### src/rtl/ntt_pe_scheduler.sv
`default_nettype none
// ============================================================================
// Module   : ntt_pe_scheduler
// Brief    : Sequences one radix-2 butterfly PE through an in-place NTT/INTT
//            over a 2^LOGN-point coefficient RAM. Produces read, twiddle and
//            delayed write-back addresses plus PE sub/inv controls, with a
//            drain gap between stages so no RAM bypass is required.
// Revision : 1.0 - initial release
// ============================================================================
module ntt_pe_scheduler #(
  parameter int LOGN   = 4,
  parameter int PE_LAT = 1
) (
  input  logic            clk,
  input  logic            rst_n,
  input  logic            start,
  input  logic            inv,
  output logic            busy,
  output logic            done,
  output logic            rd_en,
  output logic [LOGN-1:0] rd_addr_a,
  output logic [LOGN-1:0] rd_addr_b,
  output logic [LOGN-2:0] tf_addr,
  output logic            pe_sub,
  output logic            pe_inv,
  output logic            wr_en,
  output logic [LOGN-1:0] wr_addr
);

  // Counter widths: k spans N/2 butterflies, s spans LOGN stages.
  localparam int c_kw = LOGN - 1;
  localparam int c_sw = (LOGN > 1) ? $clog2(LOGN) : 1;

  localparam logic [1:0] c_idle  = 2'd0;
  localparam logic [1:0] c_issue = 2'd1;
  localparam logic [1:0] c_drain = 2'd2;
  localparam logic [1:0] c_done  = 2'd3;

  localparam logic [c_sw-1:0] c_top   = c_sw'(LOGN - 1);
  localparam logic [c_sw-1:0] c_sone  = c_sw'(1);
  localparam logic [c_kw-1:0] c_kone  = c_kw'(1);
  localparam logic [c_kw-1:0] c_klast = '1;
  localparam logic [LOGN-1:0] c_one   = LOGN'(1);
  localparam logic [2:0]      c_dlast = 3'(PE_LAT);

  logic [1:0]      r_state;
  logic [c_sw-1:0] r_s;
  logic [c_kw-1:0] r_k;
  logic            r_ph;
  logic [2:0]      r_d;
  logic            r_inv;
  logic            r_sub;
  logic [PE_LAT:0]            r_wv;
  logic [PE_LAT:0][LOGN-1:0]  r_wa;

  logic            w_issue;
  logic [LOGN-1:0] w_h;
  logic [c_kw-1:0] w_mk;
  logic [c_kw-1:0] w_jk;
  logic [LOGN-1:0] w_a;
  logic [LOGN-1:0] w_b;
  logic [c_sw-1:0] w_tsh;
  logic [c_kw-1:0] w_tf;
  logic [LOGN-1:0] w_sel;

  assign w_issue = (r_state == c_issue);

  // Butterfly address arithmetic: h = 2^s, j = k>>s, m = k mod h.
  // When s = LOGN-1, h does not fit in k's width, so the truncated h is 0 and
  // h-1 becomes an all-ones mask, which is exactly m = k.
  always_comb begin
    w_h   = c_one << r_s;
    w_mk  = r_k & (w_h[c_kw-1:0] - c_kone);
    w_jk  = r_k >> r_s;
    w_a   = (({1'b0, w_jk} << r_s) << 1) | {1'b0, w_mk};
    w_b   = w_a + w_h;
    w_tsh = c_top - r_s;
    w_tf  = w_mk << w_tsh;
  end

  assign rd_en     = w_issue;
  assign rd_addr_a = w_issue ? w_a : '0;
  assign rd_addr_b = w_issue ? w_b : '0;
  assign tf_addr   = w_issue ? w_tf : '0;
  assign busy      = (r_state == c_issue) || (r_state == c_drain);
  assign done      = (r_state == c_done);
  assign pe_inv    = r_inv & busy;
  assign pe_sub    = r_sub;
  assign w_sel     = r_ph ? rd_addr_b : rd_addr_a;
  assign wr_en     = r_wv[PE_LAT];
  assign wr_addr   = r_wa[PE_LAT];

  // Main sequencer: stage / butterfly / phase / drain counters.
  always_ff @(posedge clk or negedge rst_n) begin
    if (!rst_n) begin
      r_state <= c_idle;
      r_s     <= '0;
      r_k     <= '0;
      r_ph    <= 1'b0;
      r_d     <= '0;
      r_inv   <= 1'b0;
    end else begin
      case (r_state)
        c_idle: begin
          if (start) begin
            r_inv   <= inv;
            r_s     <= '0;
            r_k     <= '0;
            r_ph    <= 1'b0;
            r_d     <= '0;
            r_state <= c_issue;
          end
        end
        c_issue: begin
          r_ph <= ~r_ph;
          if (r_ph) begin
            r_k <= r_k + c_kone;
            if (r_k == c_klast) begin
              r_d     <= '0;
              r_state <= c_drain;
            end
          end
        end
        c_drain: begin
          r_d <= r_d + 3'd1;
          if (r_d == c_dlast) begin
            if (r_s == c_top) begin
              r_state <= c_done;
            end else begin
              r_s     <= r_s + c_sone;
              r_k     <= '0;
              r_ph    <= 1'b0;
              r_state <= c_issue;
            end
          end
        end
        c_done:  r_state <= c_idle;
        default: r_state <= c_idle;
      endcase
    end
  end

  // Control pipeline: sub follows RAM read data; writes follow PE latency.
  always_ff @(posedge clk or negedge rst_n) begin
    if (!rst_n) begin
      r_sub <= 1'b0;
      r_wv  <= '0;
      r_wa  <= '0;
    end else begin
      r_sub <= w_issue & r_ph;
      r_wv  <= {r_wv[PE_LAT-1:0], w_issue};
      r_wa  <= {r_wa[PE_LAT-1:0], w_sel};
    end
  end

endmodule
`default_nettype wire

### config.mk
export PLATFORM = sky130hd
export DESIGN_NAME = ntt_pe_scheduler
export DESIGN_NICKNAME = d
export VERILOG_FILES = /design/src/rtl/ntt_pe_scheduler.sv
export SDC_FILE = /design/constraint.sdc
export NUM_CORES = 1
export LEC_CHECK = 0
export ABC_AREA = 1
export BUFFER_PORTS_ARGS = -buffer_cell sky130_fd_sc_hd__buf_4
export CAP_MARGIN = 10
export CORE_UTILIZATION = 45
export DETAILED_ROUTE_END_ITERATION = 10
export PLACE_DENSITY = 0.69
export SLEW_MARGIN = 20
export SYNTH_ARGS = -nofsm -noshare
export SYNTH_HDL_FRONTEND = slang
export SYNTH_SLANG_ARGS = --single-unit
export TNS_END_PERCENT = 1
### constraint.sdc
create_clock -name clk -period 3 [get_ports clk]
set_input_delay 0.6 -clock clk [delete_from_list [all_inputs] [get_ports clk]]
set_output_delay 0.6 -clock clk [all_outputs]
set_load 0.1 [all_outputs]
==> results of run 1 <==
==> per-layer routing <==
| layer | vias up | part of all wire, % |
|---|---|---|
| met1 | 545 | 42 |
| met4 | 0 | 2.6 |
| met3 | 8 | 4.7 |
| met2 | 39 | 51 |
| li1 | 564 | - |
| met5 | - | 0 |
==> cells in the final DEF, fill, tap and decap left out, types with 5 or more instances in the layout <==
cell type / n
dfrtp_1: 23
buf_4: 28
inv_2: 7
nand3_1: 6
nand2_1: 38
inv_1: 17
o21ai_1: 10
ha_1: 8
nor2_2: 6
nand2_2: 5
==> worst max-delay path by stage <==
stage	from	to	slack, ns	depth (start not counted)
4_1_cts	r_s[0]$_DFFE_PN0P_	rd_addr_b[1]	-0.05	10
6_report	r_s[0]$_DFFE_PN0P_	rd_addr_b[1]	0.09	10
5_1_grt	r_s[0]$_DFFE_PN0P_	rd_addr_b[1]	-0.03	10
3_5_place_dp	r_s[0]$_DFFE_PN0P_	rd_addr_b[3]	0.11	13
2_1_floorplan	r_s[0]$_DFFE_PN0P_	rd_addr_b[2]	-0.13	10
3_3_place_gp	r_s[0]$_DFFE_PN0P_	rd_addr_b[2]	0.24	10
==> registers in the layout, indices dropped and copies added, names as in the netlist <==
signal,cells
pe_sub,1
r_d,3
r_inv,1
r_k,3
r_ph,1
r_s,2
r_state,2
r_wa,4
r_wv,2
wr_addr,4
==> final cells by class <==
type | count | area, µm²
Tap cell | 31 | 38.8
Sequential cell | 23 | 576
Clock inverter | 1 | 7.51
Inverter | 26 | 104
Timing Repair Buffer | 32 | 282
Clock buffer | 3 | 22.5
Fill cell | 236 | 990
Multi-Input combinational cell | 107 | 786
==> through the flow <==
step | TNS, ns | util, % | hold slack, ns
global placement | 0 | 58.1 | 0.332
detailed placement | 0 | 58.1 | 0.335
floorplan | -0.282 | - | 0.304
finish | 0 | 64.7 | 0.142
global route | -0.0481 | 64.7 | 0.146
CTS | -0.116 | 61.3 | 0.156
==> logic make-up after synthesis <==
logic type	Yosys count	synth area share (%)
buf+inv	32	10.5
flops	23	42.4
fa+ha+maj	15	14.4
xor+xnor	2	1.29
other cells	1	0.276
compound gates	23	9.96
simple gates	66	21.1
==> worst max-delay path, delay by kind of cell (launching register included) <==
| kind | cells | cell delay, ns |
|---|---|---|
| adders and majority gates | 2 | 0.69 |
| buffers and inverters | 4 | 0.47 |
| DFF | 1 | 0.44 |
| and+or+nand+nor | 3 | 0.29 |
| AOI/OAI and AO/OA | 1 | 0.11 |
==> timing repair <==
action	CTS	global route
setup buffers	2	3
endpoints found under the setup margin	3	3
pin swaps	1	4
resized for setup	12	16
==> run metrics, run 1 <==
status=complete, but fails checks; violated checks=DRC; Final period util=96.9%; Residual DRC=8; worst r2r path cells=9; CP Launch Type=register; grt met3 use=3.23%; fin area=0.00182 mm²; DR iter-0 viols=38; Mapped Area=0.00136 mm²; reg2reg setup slack=1.03 ns; Slowest cell on crit path=fa_2; drt first pass iters=7; hold_buf cts=0; Yosys Warn Count=0; #FFs+latches synth=23; die area=0.00324 mm²; # rows=19; Final Setup Violations=0; Via Count=1,156; number of flops mapped to enable cells by yosys=0; final max-slew violation count=0; asr flop ratio synth=100%; largest net degree at the start of global routing=24; Synth Instances=162; vias per cell=5.18; HP Class=primary input to asynchronous set/reset pin; critical-path maximum fanout=4; top post-synthesis cells by count=nand2_1, dfrtp_1, inv_1; clock root buffer=clkbuf_4; ys flop type=dfrtp_1; sequential-to-total area share from yosys stat=42.4%; core footprint=0.00281 mm²; non-filler cells in the finished layout=223; CTS sink count=23; top post-synthesis cells by area=dfrtp_1, ha_1, nand2_1; Clock Latency Late Sink=0.32 ns; layout overhead on the synthesized area=33.9%; WP data arrival=2.31 ns; initial core utilization=48.3%; clock-pin transition on the worst setup and hold timing paths=0.14 ns; htree depth=1; Syn Nets=181; antenna-violating nets left=0; FF-to-FF End=r_wa[2]$_DFF_PN0_; fraction of layout cells with a size suffix above 1=39.1%; met2 Use GR=33.8%; most frequent CP cell=inv_2; count of antenna diodes in the layout=0; Tot GR Track Use=19.4%; Num CTS Buffers=3; element type at the critical path end=output pin; Max Cap Viol=0; Critical Path RT=2.40 ns; Congestion Overflow GR=0; Hold Violations, Final=0; cell taking the most area after synthesis=dfrtp_1; Final Skew=0.00681 ns; critical path, cell by cell=inv_2 -> ha_4 -> inv_2 -> nand2_1 -> nand3_2 -> o31ai_4 -> fa_2 -> nand2_2 -> clkinvlp_4 -> buf_12; CTS tree=yes; Final Worst Setup Slack=0.0921 ns; Boundary Pins=25; most common cell in the netlist=nand2_1; die span in y=56.9 µm; Post-DP HPWL=2160 µm; # nets final=212; vias in the first global route=1,148; # placed instances=214; port bufs=24; Clock Path Buffers=2; grt met1 use=22.2%; pre-CTS setup slack=0.113 ns; first-pass GRT wire length=4820 µm; FF-to-FF Start=r_s[0]$_DFFE_PN0P_; Post-DP Area=0.00163 mm²; Mean Syn Cell Area=8.37 µm²; fmax=0.344 GHz; crit path time final=2.91 ns; RePlAce Congestion=0.820; crit-path max cell delay=0.51 ns; synth unique cells=27; DR WL/cell=13.2 µm; Yosys top cell area share=42.4%; gr busiest metal=met2; initial antenna violation count=0; drt total wl=2940 µm; Die W=56.9 µm; WS Path Type=register to output pin
Power of run 1 is not shown: default switching activity piles up to over one toggle a cycle in this logic, so the estimate is an artifact.
==> run 2: changes to the inputs <==
Settings changed: ABC_AREA 1 to unset.
==> run metrics, run 2 <==
top post-synthesis cells by count=dfrtp_1, ha_1, nand2_1; ys flop type=dfrtp_1; Least-Margin Pin Slew=0.572 ns; CTS sink count=23; HP Class=primary input to asynchronous set/reset pin; Post-DP HPWL=1860 µm; most common cell in the netlist=dfrtp_1; DR iter-0 viols=29; vias per cell=5.41; Synth Instances=127; crit-path max cell delay=0.45 ns; top post-synthesis cells by area=dfrtp_1, ha_1, o21ai_0; Hold Violations, Final=0; Num CTS Buffers=3; vias in the first global route=970; critical-path maximum fanout=5; Residual DRC=0; element type at the critical path end=output pin; gr busiest metal=met2; crit path time final=2.96 ns; drt total wl=2860 µm; critical path, cell by cell=inv_2 -> ha_4 -> xnor2_1 -> nand2_1 -> o21ai_4 -> ha_2 -> a21oi_2 -> xnor2_2 -> buf_4 -> o21ai_2 -> buf_12; die area=0.00317 mm²; Final period util=98.6%; initial core utilization=47.6%; Final Skew=0.00363 ns; Critical Path RT=2.40 ns; core footprint=0.00278 mm²; hold_buf cts=0; Clock Path Buffers=2; Slew Limit Headroom=61.6%; die span in y=56.3 µm; drt first pass iters=4; fmax=0.338 GHz; WS Path Type=register to output pin; synth unique cells=38; Hold Slack=0.153 ns; Syn Nets=146; # rows=19; count of antenna diodes in the layout=0; final core utilization=61.6%; grt met3 use=3.00%; commonest non-fill, non-tap cell in the layout=buf_4; Via Count=1,022; Clock Latency Late Sink=0.31 ns; Final Setup Violations=0; status=completed; Die W=56.3 µm; DR WL/cell=15.1 µm; pre-CTS setup slack=0.0575 ns; RePlAce Congestion=0.817; cell taking the most area after synthesis=dfrtp_1; Mapped Area=0.00133 mm²; initial antenna violation count=0; CTS tree=yes; Max Cap Viol=0; Yosys Warn Count=0; met2 Use GR=31.1%; Tot GR Track Use=17.6%; Yosys top cell area share=43.4%; asr flop ratio synth=100%; antenna-violating nets left=0; sequential-to-total area share from yosys stat=43.4%; first-pass GRT wire length=4370 µm; #FFs+latches synth=23; number of flops mapped to enable cells by yosys=0; most frequent cells in the layout=buf_4, dfrtp_1, nand2_1; layout overhead on the synthesized area=29.4%; port bufs=24; clock-pin transition on the worst setup and hold timing paths=0.13 ns; Congestion Overflow GR=0; largest net degree at the start of global routing=24; Boundary Pins=25; Slowest cell on crit path=dfrtp_2; Mean Syn Cell Area=10.4 µm²; Final Worst Setup Slack=0.0409 ns; clock root buffer=clkbuf_4; grt met1 use=22.4%; final max-slew violation count=0; CP Launch Type=register; htree depth=1; # nets final=178; WP data arrival=2.36 ns; fraction of layout cells with a size suffix above 1=39.9%
==> run 2: layout make-up <==
cell class                 instances  area, µm²
tap                               31       38.8
clock buffer                       4       26.3
timing repair buffer              34        280
inverter                          10       37.5
fill                             231       1070
multi-input combinational         87        754
sequential                        23        577
==> run 2: cells by family (layout without fill, tap and decap cells) <==
kind of cell / after synthesis / after routing / synth area share (%)
DFF: 23 / 23 / 43.4
and+or+nand+nor: 37 / 37 / 15.1
muxes: 5 / 5 / 4.34
other: 1 / 1 / 0.283
adders and majority gates: 15 / 15 / 14.7
xor gates and xnor gates: 3 / 3 / 1.98
AOI/OAI and AO/OA: 26 / 26 / 14.1
buffers and inverters: 17 / 48 / 6.04
==> run 2: repair_timing <==
action | CTS | global route
endpoints found under the hold margin | 0 | 0
setup endpoints to repair | 3 | 3
resized for setup | 12 | 13
setup buffers | 2 | 4
pin swaps | 3 | 5
==> run 2: final timing paths <==
check / from / to / slack (ns) / cells after the start
worst max-delay path: r_s[0]$_DFFE_PN0P_ / rd_addr_b[3] / 0.04 / 11
worst min-delay path: rst_n / pe_sub$_DFF_PN0_ / 0.15 / 1
worst max register to register: r_s[0]$_DFFE_PN0P_ / r_wa[2]$_DFF_PN0_ / 0.83 / 10
worst min register to register: r_wv[0]$_DFF_PN0_ / r_wv[1]$_DFF_PN0_ / 0.36 / 0
max in group asynchronous: rst_n / r_s[0]$_DFFE_PN0P_ / 2.60 / 1
min in group clk: r_wv[0]$_DFF_PN0_ / r_wv[1]$_DFF_PN0_ / 0.36 / 0
==> run 2: per-stage QoR <==
stage	cells	TNS [ns]	cell area [µm²]
global route	189	-0.112	1710
finish	189	0	1710
global placement	179	0	1540
floorplan	127	-0.315	1340
detailed placement	179	0	1540
CTS	185	0	1620
==> run 2: worst max-delay path: cells and delay by family (launching register included) <==
kind	cells	cell delay (ns)
compound gates	3	0.44
xor+xnor	2	0.21
fa+ha+maj	2	0.36
buf+inv	3	0.41
flops	1	0.45
simple gates	1	0.17
==> run 2: metal layers <==
| metal | up-vias | wire length, µm |
|---|---|---|
| met5 | - | 0 |
| met4 | 0 | 37 |
| met3 | 5 | 92 |
| met2 | 22 | 1540 |
| met1 | 505 | 1190 |
| li1 | 490 | - |
Power of run 2 is left out for the same reason.
